### src/rtl/intersection_pkg.sv
// Shared types and constants for the two-road intersection controller.
// The PW state exists only when INTERSECTION_PED_EN is defined.
package intersection_pkg;

    typedef enum logic [2:0] {
        StMg  = 3'd0,
        StMy  = 3'd1,
        StAr1 = 3'd2,
        StSg  = 3'd3,
        StSy  = 3'd4,
        StAr2 = 3'd5
`ifdef INTERSECTION_PED_EN
        ,
        StPw  = 3'd6
`endif
    } state_e;

    // Lamp vectors are {red, yellow, green}.
    localparam logic [2:0] LampG = 3'b001;
    localparam logic [2:0] LampY = 3'b010;
    localparam logic [2:0] LampR = 3'b100;

    localparam int unsigned MainGreenMinDef = 20;
    localparam int unsigned SideGreenMinDef = 5;
    localparam int unsigned SideGreenMaxDef = 15;
    localparam int unsigned YellowTDef      = 3;
    localparam int unsigned AllRedTDef      = 1;
    localparam int unsigned WalkTDef        = 10;
    localparam int unsigned CamHoldDef      = 2;

endpackage

### src/rtl/intersection_ctrl_red_light_camera.sv
// Red-light violation detector: camera strobe with restartable hold and a
// saturating violation counter.
module red_light_camera
    import intersection_pkg::*;
#(
    parameter int unsigned CAM_HOLD = CamHoldDef
) (
    input  logic       clk_i,
    input  logic       rst_i,
    input  logic [2:0] main_lamp_i,
    input  logic [2:0] side_lamp_i,
    input  logic       cross_main_i,
    input  logic       cross_side_i,
    output logic       camera_o,
    output logic [7:0] viol_cnt_o
);

    localparam int unsigned HoldW = $clog2(CAM_HOLD + 1);

    logic             viol;
    logic [HoldW-1:0] hold_d, hold_q;
    logic [7:0]       cnt_d, cnt_q;

    // Both roads violating in the same cycle is a single event.
    assign viol = (cross_main_i && (main_lamp_i == LampR)) ||
                  (cross_side_i && (side_lamp_i == LampR));

    always_comb begin
        hold_d = hold_q;
        cnt_d  = cnt_q;
        if (viol) begin
            hold_d = HoldW'(CAM_HOLD);
            if (cnt_q != 8'hFF) begin
                cnt_d = cnt_q + 8'd1;
            end
        end else if (hold_q != '0) begin
            hold_d = hold_q - 1'b1;
        end
    end

    always_ff @(posedge clk_i) begin
        if (rst_i) begin
            hold_q <= '0;
            cnt_q  <= '0;
        end else begin
            hold_q <= hold_d;
            cnt_q  <= cnt_d;
        end
    end

    assign camera_o   = (hold_q != '0);
    assign viol_cnt_o = cnt_q;

endmodule

### src/rtl/intersection_ctrl.sv
// Two-road intersection sequencer (Moore FSM) with red-light camera.
// Define INTERSECTION_PED_EN to add the pedestrian walk phase.
module intersection_ctrl
    import intersection_pkg::*;
#(
    parameter int unsigned MAIN_GREEN_MIN = MainGreenMinDef,
    parameter int unsigned SIDE_GREEN_MIN = SideGreenMinDef,
    parameter int unsigned SIDE_GREEN_MAX = SideGreenMaxDef,
    parameter int unsigned YELLOW_T       = YellowTDef,
    parameter int unsigned ALL_RED_T      = AllRedTDef,
`ifdef INTERSECTION_PED_EN
    parameter int unsigned WALK_T         = WalkTDef,
`endif
    parameter int unsigned CAM_HOLD       = CamHoldDef
) (
    input  logic       clk,
    input  logic       rst,
    input  logic       s_side,
    input  logic       cross_main,
    input  logic       cross_side,
`ifdef INTERSECTION_PED_EN
    input  logic       ped_req,
    output logic       walk,
`endif
    output logic       main_green,
    output logic       main_yellow,
    output logic       main_red,
    output logic       side_green,
    output logic       side_yellow,
    output logic       side_red,
    output logic       camera,
    output logic [7:0] viol_cnt
);

    // Last elapsed value of each timed phase.
    localparam logic [7:0] MgMinLast  = 8'(MAIN_GREEN_MIN - 1);
    localparam logic [7:0] SgMinLast  = 8'(SIDE_GREEN_MIN - 1);
    localparam logic [7:0] SgMaxLast  = 8'(SIDE_GREEN_MAX - 1);
    localparam logic [7:0] YellowLast = 8'(YELLOW_T - 1);
    localparam logic [7:0] AllRedLast = 8'(ALL_RED_T - 1);
`ifdef INTERSECTION_PED_EN
    localparam logic [7:0] WalkLast   = 8'(WALK_T - 1);
`endif

    state_e     state_d, state_q;
    logic [7:0] elapsed_d, elapsed_q;
    logic       side_req_d, side_req_q;
    logic       ped_any;
    logic [2:0] main_lamp, side_lamp;

`ifdef INTERSECTION_PED_EN
    logic ped_pend_d, ped_pend_q;
    assign ped_any = ped_pend_q || ped_req;
`else
    assign ped_any = 1'b0;
`endif

    always_ff @(posedge clk) begin
        if (rst) begin
            state_q    <= StMg;
            elapsed_q  <= '0;
            side_req_q <= 1'b0;
`ifdef INTERSECTION_PED_EN
            ped_pend_q <= 1'b0;
`endif
        end else begin
            state_q    <= state_d;
            elapsed_q  <= elapsed_d;
            side_req_q <= side_req_d;
`ifdef INTERSECTION_PED_EN
            ped_pend_q <= ped_pend_d;
`endif
        end
    end

    always_comb begin
        state_d = state_q;
        unique case (state_q)
            StMg: begin
                if (elapsed_q >= MgMinLast && (side_req_q || s_side || ped_any)) begin
                    state_d = StMy;
                end
            end
            StMy: if (elapsed_q == YellowLast) state_d = StAr1;
            StAr1: begin
                if (elapsed_q == AllRedLast) begin
                    if (side_req_q) begin
                        state_d = StSg;
`ifdef INTERSECTION_PED_EN
                    end else if (ped_pend_q) begin
                        state_d = StPw;
`endif
                    end else begin
                        state_d = StMg;
                    end
                end
            end
            StSg: begin
                if (elapsed_q == SgMaxLast || (elapsed_q >= SgMinLast && !s_side)) begin
                    state_d = StSy;
                end
            end
            StSy: if (elapsed_q == YellowLast) state_d = StAr2;
            StAr2: begin
                if (elapsed_q == AllRedLast) begin
`ifdef INTERSECTION_PED_EN
                    state_d = ped_pend_q ? StPw : StMg;
`else
                    state_d = StMg;
`endif
                end
            end
`ifdef INTERSECTION_PED_EN
            StPw: if (elapsed_q == WalkLast) state_d = StMg;
`endif
            default: state_d = StMg;
        endcase
    end

    always_comb begin
        elapsed_d = elapsed_q;
        if (state_d != state_q) begin
            elapsed_d = '0;
        end else if (elapsed_q != 8'hFF) begin
            elapsed_d = elapsed_q + 8'd1;
        end

        // Clearing on entry wins over a same-cycle sensor set.
        side_req_d = side_req_q;
        if (state_d == StSg && state_q != StSg) begin
            side_req_d = 1'b0;
        end else if (s_side && state_q != StSg) begin
            side_req_d = 1'b1;
        end

`ifdef INTERSECTION_PED_EN
        ped_pend_d = ped_pend_q;
        if (state_d == StPw && state_q != StPw) begin
            ped_pend_d = 1'b0;
        end else if (ped_req && state_q != StPw) begin
            ped_pend_d = 1'b1;
        end
`endif
    end

    always_comb begin
        main_lamp = LampG;
        side_lamp = LampR;
        unique case (state_q)
            StMg: begin main_lamp = LampG; side_lamp = LampR; end
            StMy: begin main_lamp = LampY; side_lamp = LampR; end
            StSg: begin main_lamp = LampR; side_lamp = LampG; end
            StSy: begin main_lamp = LampR; side_lamp = LampY; end
            StAr1, StAr2: begin main_lamp = LampR; side_lamp = LampR; end
`ifdef INTERSECTION_PED_EN
            StPw: begin main_lamp = LampR; side_lamp = LampR; end
`endif
            default: begin main_lamp = LampG; side_lamp = LampR; end
        endcase
    end

    assign main_green  = main_lamp[0];
    assign main_yellow = main_lamp[1];
    assign main_red    = main_lamp[2];
    assign side_green  = side_lamp[0];
    assign side_yellow = side_lamp[1];
    assign side_red    = side_lamp[2];
`ifdef INTERSECTION_PED_EN
    assign walk = (state_q == StPw);
`endif

    red_light_camera #(
        .CAM_HOLD(CAM_HOLD)
    ) u_camera (
        .clk_i       (clk),
        .rst_i       (rst),
        .main_lamp_i (main_lamp),
        .side_lamp_i (side_lamp),
        .cross_main_i(cross_main),
        .cross_side_i(cross_side),
        .camera_o    (camera),
        .viol_cnt_o  (viol_cnt)
    );

endmodule

### config.mk
export PLATFORM = sky130hd
export DESIGN_NAME = intersection_ctrl
export DESIGN_NICKNAME = d
export VERILOG_FILES = /design/src/rtl/intersection_pkg.sv /design/src/rtl/intersection_ctrl_red_light_camera.sv /design/src/rtl/intersection_ctrl.sv
export SDC_FILE = /design/constraint.sdc
export NUM_CORES = 1
export LEC_CHECK = 0
export BUFFER_PORTS_ARGS = -buffer_cell sky130_fd_sc_hd__buf_2
export CORE_UTILIZATION = 25
export DETAILED_ROUTE_END_ITERATION = 6
export MAX_ROUTING_LAYER = met4
export PLACE_DENSITY_LB_ADDON = 0.25
export SETUP_SLACK_MARGIN = 0.15
export SLEW_MARGIN = 20
export SYNTH_ARGS = -nofsm -noshare
export SYNTH_HDL_FRONTEND = slang
export SYNTH_SLANG_ARGS = --single-unit
### constraint.sdc
create_clock -name clk -period 2.3 [get_ports clk]
set_clock_uncertainty 0.2 [all_clocks]
set_input_delay 0.115 -clock clk [delete_from_list [all_inputs] [get_ports clk]]
set_output_delay 0.115 -clock clk [all_outputs]
set_load 0.05 [all_outputs]
# Word level (Yosys, flattened, before mapping)
# Cells that the tools add are included.
# classes
addsub	3
magnitude_cmp	2
eq_ne	14
mux	12
n_reduce_logical	19
# op_table
cell	count
$mux W3	6
$pmux W3 S6	1
$add A8 B1 Y8 const B	2
$ne A8 B8 Y1 const B	2
$eq A3 B3 Y1 const B	4
$pmux W3 S2	2
$eq A3 B2 Y1 const B	3
$eq A8 B2 Y1 const B	1
$eq A8 B4 Y1 const B	1
$ge A8 B3 Y1 const B	1
$ge A8 B5 Y1 const B	1
$logic_not A8 Y1	1
$logic_and A1 B1 Y1	6
$mux W2	3
$reduce_or A2 Y1	3
$reduce_bool A2 Y1	2
$reduce_or A4 Y1	1
$eq A3 B1 Y1 const B	1
$logic_not A3 Y1	1
$logic_or A1 B1 Y1	3
$ne A3 B2 Y1 const B	1
$ne A3 B3 Y1	1
$reduce_and A2 Y1	1
$sub A2 B1 Y2 const B	1
$logic_not A1 Y1	1
# word_totals
register_bits	22
input_bits	5
output_inout_bits	15
wordCells	56

# Depth between registers and ports, before layout
# Gate-level depths: netlist (run 1).
# logic_depth
depth_word	8
ltp_mapped	6
mapped_depth_nobuf	6

# Cells and area by module
# From an unflattened synthesis (run 1), not the netlist that was laid out.
# hier_totals
hier_cells	164
area_unflattened_um2	1377.6
# modules_own_cells
module	n_inst	cells_each	area_each_um2
intersection_ctrl	1	111	898.4
red_light_camera	1	53	479.2

# Least setup slack after synthesis (run 1)
# No wires, ideal clock.
# synth_path
path_kind	flip-flop to output port
from	register state_q[0]
to	output port main_green
arrival_time_ns	2.395
t_required_ns	1.985
path_slack_ns	-0.410
stages_incl_launch_ff	4
path_buffers	1
cell_sequence	dfxtp_1 > buf_6 > nor3b_1 > nor2_1
# synth_between
elab_chain_cells	3
word_cells_on_any_way	7
# synth_lines
element	line_no	rtl
start: declaration	intersection_ctrl.sv:45	state_e state_d, state_q;
start signal: assignment	intersection_ctrl.sv:60	state_q <= StMg;
start signal: assignment	intersection_ctrl.sv:67	state_q <= state_d;
$eq A3 B3 Y1 / $eq A3 B2 Y1 (equally long branches)	intersection_ctrl.sv:149	unique case (state_q)
$reduce_or A4 Y1 (no source line)	--	
$pmux W3 S2 *	intersection_ctrl.sv:149	
end: declaration	intersection_ctrl.sv:25	output logic main_green,
# Every way passes the cells marked *; elsewhere a longest branch is shown, timed or not.

# Worst setup path after layout (run 1)
# layout_path
from	register elapsed_q[0]
to	register elapsed_q[4]
# layout_between
elab_chain_cells	7
word_cells_on_any_way	19
# layout_lines
element	line_no	rtl
start: declaration	intersection_ctrl.sv:46	logic [7:0] elapsed_d, elapsed_q;
start signal: assignment	intersection_ctrl.sv:68	elapsed_q <= elapsed_d;
$ge A8 B3 Y1	intersection_ctrl.sv:99	if (elapsed_q == SgMaxLast || (elapsed_q >= SgMinLast && !s_side)) begin
$logic_and A1 B1 Y1	intersection_ctrl.sv:99	
$logic_or A1 B1 Y1	intersection_ctrl.sv:99	
$mux W3	intersection_ctrl.sv:99	
$pmux W3 S6	intersection_ctrl.sv:78	unique case (state_q)
$ne A3 B3 Y1	intersection_ctrl.sv:122	if (state_d != state_q) begin
$reduce_or A2 Y1 (no source line)	--	
# Several ways; a longest one is shown, not always the timed one.
# A chain may end at the register's enable or synchronous reset.

==> results.toml, run 1 <==
[critical_path]
cp_num_cells = 6
cp_top_family = "simple AND/OR/NAND/NOR gates"
cp_num_buf_inv = 0
cp-end-kind = "flop"
critPathRequiredTime_ns = 2.28
cp_max_fo = 8
critPathMaxStageDelay_ns = 0.42
regToRegSetupSlack_ns = 0.25
cp-start-kind = "flop"
cp_slowest_cell = "or3_2"
r2r-end = "elapsed_q[4]$_SDFFE_PP0P_"
rr_worst_depth = 6
critical_path_class = "flop to flop"
arrival_ns = 2.03
timing.rr.start = "elapsed_q[0]$_SDFFE_PP0P_"
path_cells = "ha_1 > or3_2 > nand4_1 > o311a_2 > o221ai_4 > nor3_1"

[yosys]
synth-seq-cells = 22
synth_adder_area_share_pct = 3.65
synth_top_family_by_area = "simple AND/OR/NAND/NOR gates"
synthMuxAreaShare_pct = 2.28
synthXorXnorAreaFrac_pct = 5.11
synth.area.top_cells = "dfxtp_1 32%, nor2_1 5.8%, nand3_1 4.0%"
yosysTopAreaCellShare_pct = 32.1
synth_fp_nets = 168
synth_warnings = 0
synth.avg_cell_area_um2 = 8.62
synth-edff-count = 0
synth_compound_area_share_pct = 15.1
yosysUniqueCellTypes = 48
postSynthCellCount = 159
synth_ff_type = "dfxtp_1"
netlist_area_um2 = 1370
synth_simple_gate_area_share_pct = 35.6
ys_seq_area_share_pct = 32.1
synth_top_cell_by_area = "dfxtp_1"
synthArstFlopShare_pct = 0

[pwr]
p_leak_uw = 0.000667
power.density_nw_per_um2 = 524
peakVddDrop_uv = 228

[timing]
setup-violations-final = 0
period_share_pct = 89.3
final-hold-violation-count = 0
slew_viol_final = 0
fmax_mhz = 487
min_period_ns = 2.05
rsz0062_at_grt = "no"
tns_ns = 0
relSlewSlack_pct = 68.7
tightest_slew_ns = 0.467

[placed_design]
dpl-instance-area_um2 = 1560
dp_hpwl_um = 2290
gp_congestion = 0.775
io_buffers = 19

[clock_network]
clkTransAtPathRegs_ns = 0.09
cts_tree = "done"
clk_latency_ns = 0.26
clockBufferDepth = 2
clock_sinks = 22
cts_buffers = 3
htreeDepth = 1
clockRootBuffer = "clkbuf_8"

[cells_and_area]
final_common_cell = "nor2_1"
nets = 196
num_antenna_cells = 0
area_growth_pct = 21.3
layout_common_cells = "20 x nor2_1, 19 x dfxtp_1, 19 x buf_2"
fin_area_um2 = 1660
layout-drive-gt1-share_pct = 30.1
post-route-util_pct = 31.9

[route]
drt-initial-drc-count = 30
via_per_inst = 4.97
wirelength_um = 3020
wl_per_cell_um = 11.8
antenna_left = 0
drt_pass1_iterations = 4
num_vias = 1272
drcViolationCount = 0

[worst_hold_path]
hold_end = "u_camera.hold_q[0]$_SDFFE_PP0P_"
holdPathStages = 4
hp-start = "cross_side"
hold_path_class = "input pin to flop"

[grt]
grt_pass1_wl_um = 5150
grt_pass1_vias = 1111
antenna_found_initial = 0
grt_overflow = 0
grt_usage_pct = 11.0
grt_max_degree = 17

[floorplan]
initial_core_util_pct = 26.3
die_area_um2 = 5780
die_h_um = 76.0
dieWidth_um = 76.0
io_pins = 20
fp-row-count = 26
coreArea_um2 = 5200

[job]
cap_violations = 0

[status]
status = "complete, no violations"
-- layer usage --
metal  vias to the layer above  wire length, um  global-route usage [%]
met5                         -                0                       -
met4                         0               35                    4.04
met3                         2               83                    1.44
met2                        24             1380                    17.0
met1                       603             1530                    14.8
li1                        643                -                       -
-- per-stage QoR --
stage          cells  power, uW  hold slack [ns]  setup slack [ns]
2_1_floorplan    159        489          -0.0156             0.169
3_3_place_gp     249        518            0.242             0.176
3_5_place_dp     249        518            0.239             0.187
4_1_cts          255        888            0.228             0.166
5_1_grt          256        913            0.273             0.169
6_report         256        871            0.217             0.245
-- cell type report --
type	instances	area (um^2)
fill	575	3540
inverter	6	22.5
clock inverter	1	30.0
sequential	22	444
multi-input combinational	124	853
tap	70	87.6
clock buffer	3	41.3
timing repair buffer	30	183
-- worst register-to-register path, cell delays in order, from the launching register on --
cell and delay, ns:
dfxtp_2 0.36, ha_1 0.27, or3_2 0.42, nand4_1 0.11, o311a_2 0.22, o221ai_4 0.17, nor3_1 0.23
-- worst max-delay path by stage --
stage | from | endpoint | slack, ns
4_1_cts | elapsed_q[0]$_SDFFE_PP0P_ | elapsed_q[4]$_SDFFE_PP0P_ | 0.17
5_1_grt | elapsed_q[0]$_SDFFE_PP0P_ | elapsed_q[2]$_SDFFE_PP0P_ | 0.17
3_3_place_gp | elapsed_q[0]$_SDFFE_PP0P_ | elapsed_q[6]$_SDFFE_PP0P_ | 0.18
3_5_place_dp | elapsed_q[0]$_SDFFE_PP0P_ | elapsed_q[2]$_SDFFE_PP0P_ | 0.19
6_report | elapsed_q[0]$_SDFFE_PP0P_ | elapsed_q[4]$_SDFFE_PP0P_ | 0.25
2_1_floorplan | u_camera.viol_cnt_o[2]$_SDFFE_PP0P_ | u_camera.viol_cnt_o[7]$_SDFFE_PP0P_ | 0.17
-- report_power, final --
group / internal, uW / leakage [uW] / switching [uW]
sequential: 393 / 0.000180 / 15.0
combinational: 39.6 / 0.000451 / 64.6
clock: 232 / 0.0000357 / 127
-- cell usage after synthesis, types with 2 or more instances --
cell / number
o311a_2: 2
a31oi_1: 4
nand3b_1: 3
o21ai_0: 3
dfxtp_1: 22
a21oi_1: 8
nand3_1: 11
or3_2: 2
nand4_1: 7
and4_1: 3
xnor2_1: 6
or2_2: 3
inv_1: 6
and3_1: 3
nor3_1: 7
nor2_1: 21
nor4_1: 3
mux2i_1: 2
a21o_1: 2
ha_1: 4
buf_6: 4
nand2_1: 6
xor2_1: 2
-- logic make-up (layout without fill, tap and decap cells) --
family	count (synthesis)	after routing
xor gates and xnor gates	8	8
adders and majority gates	4	4
muxes	3	3
AOI/OAI and AO/OA	27	27
buffers and inverters	13	40
DFF	22	22
and+or+nand+nor	82	82
-- sequential cells by signal, summed over array words and instances (netlist names) --
signal / count
elapsed_q: 8
u_camera.viol_cnt_o: 8
state_q: 3
u_camera.hold_q: 2
side_req_q: 1
-- timing repair --
item | 4_1_cts | 5_1_grt
setup endpoints to repair | 0 | 8
gates resized for setup | 0 | 3
hold endpoints to repair | 2 | 0
buffers inserted | 0 | 1
hold buffers | 2 | 0
No activity file was read; power rests on OpenSTA's default activity.
==> run 2, diff against run 1 <==
--- a/config.mk
+++ b/config.mk
@@ -10,6 +10,7 @@
 export DETAILED_ROUTE_END_ITERATION = 6
 export MAX_ROUTING_LAYER = met4
 export PLACE_DENSITY_LB_ADDON = 0.25
+export RECOVER_POWER = 50
 export SETUP_SLACK_MARGIN = 0.15
 export SLEW_MARGIN = 20
 export SYNTH_ARGS = -nofsm -noshare
==> results.toml, run 2 (same netlist as run 1, synthesis figures left out) <==
[route]
drcViolationCount = 0
num_vias = 1266
drt_pass1_iterations = 4
via_per_inst = 4.95
wirelength_um = 3050
wl_per_cell_um = 11.9
drt-initial-drc-count = 41
antenna_left = 0

[timing]
final-hold-violation-count = 0
layout_setup_ws_ns = 0.200
slew_viol_final = 0
period_share_pct = 91.3
relSlewSlack_pct = 60.7
setup-violations-final = 0
tightest_slew_ns = 0.592
min_period_ns = 2.10
tns_ns = 0
fmax_mhz = 476
rsz0062_at_grt = "no"

[grt]
grt_max_degree = 17
antenna_found_initial = 0
grt_overflow = 0
grt_usage_pct = 11.0
grt_pass1_wl_um = 5150
grt_pass1_vias = 1111

[cells_and_area]
area_growth_pct = 19.9
num_antenna_cells = 0
layout_common_cells = "20 x nor2_1, 20 x dfxtp_1, 11 x nand3_1"
post-route-util_pct = 31.6
fill_cells = 579
layout-drive-gt1-share_pct = 23.7
nets = 196
fin_area_um2 = 1640

[clock_network]
clk_latency_ns = 0.26
clockRootBuffer = "clkbuf_8"
clock_sinks = 22
clockBufferDepth = 2
clkTransAtPathRegs_ns = 0.09
htreeDepth = 1
cts_buffers = 3
cts_tree = "done"

[status]
status = "complete, no violations"

[pwr]
p_leak_uw = 0.000618
peakVddDrop_uv = 229
power.density_nw_per_um2 = 530

[critical_path]
critPathRequiredTime_ns = 2.23
cp-start-kind = "flop"
arrival_ns = 2.03
critPathLaunch = "elapsed_q[0]$_SDFFE_PP0P_"
timing.rr.start = "elapsed_q[0]$_SDFFE_PP0P_"
cp_max_fo = 8
cp-end-kind = "flop"
critical_path_class = "flop to flop"

[placed_design]
placement.setup.worst_slack_ns = 0.187
dp_hpwl_um = 2290
gp_congestion = 0.775
io_buffers = 19
dpl-instance-area_um2 = 1560

[floorplan]
die_h_um = 76.0
die_area_um2 = 5780
io_pins = 20
fp-row-count = 26
dieWidth_um = 76.0
initial_core_util_pct = 26.3
coreArea_um2 = 5200

[worst_hold_path]
hold_path_class = "input pin to flop"
hp-start = "cross_side"

[job]
cap_violations = 0
run 2: power by group:
part | internal [uW] | switching, uW
clock network | 232 | 128
registers | 392 | 15.2
logic | 38.2 | 64.8
total | 663 | 208
run 2: critical path, stage by stage, from the launching register on:
cell and delay, ns:
dfxtp_1 0.44, inv_1 0.09, ha_1 0.25, and3_1 0.18, o311a_2 0.41, o221ai_4 0.30
nor3_1 0.11
run 2: through the flow:
stage               hold slack, ns  power [uW]  instances
detailed placement           0.239         518        249
CTS                          0.228         888        255
global placement             0.242         518        249
global route                 0.273         912        256
floorplan                  -0.0156         489        159
finish                       0.215         870        256
run 2: routing by layer:
| metal | track usage [%] | vias up | wire length, um |
|---|---|---|---|
| met2 | 17.0 | 20 | 1390 |
| li1 | - | 641 | - |
| met4 | 4.04 | 0 | 35 |
| met5 | - | - | 0 |
| met3 | 1.44 | 2 | 62 |
| met1 | 14.8 | 603 | 1570 |
run 2: final cells by class:
cell class	count	area, um^2	area share [%]
multi-input cells	124	848	51.6
flip-flops and latches	22	443	27.0
repair buffers	30	170	10.4
well taps	70	87.6	5.33
clock buffers	3	41.3	2.51
clock inverters	1	30.0	1.83
inverters	6	22.5	1.37
run 2: worst paths after layout:
path,to,slack [ns],depth (start not counted)
min reg2reg,u_camera.hold_q[0]$_SDFFE_PP0P_,0.26,1
min,u_camera.hold_q[0]$_SDFFE_PP0P_,0.22,4
max reg2reg,elapsed_q[4]$_SDFFE_PP0P_,0.20,6
max,elapsed_q[4]$_SDFFE_PP0P_,0.20,6
run 2: what timing repair did:
item,4_1_cts,5_1_grt
setup endpoints to repair,0,8
endpoints found under the hold margin,2,0
buffers inserted,0,1
gates resized for setup,0,3
hold buffers,2,0
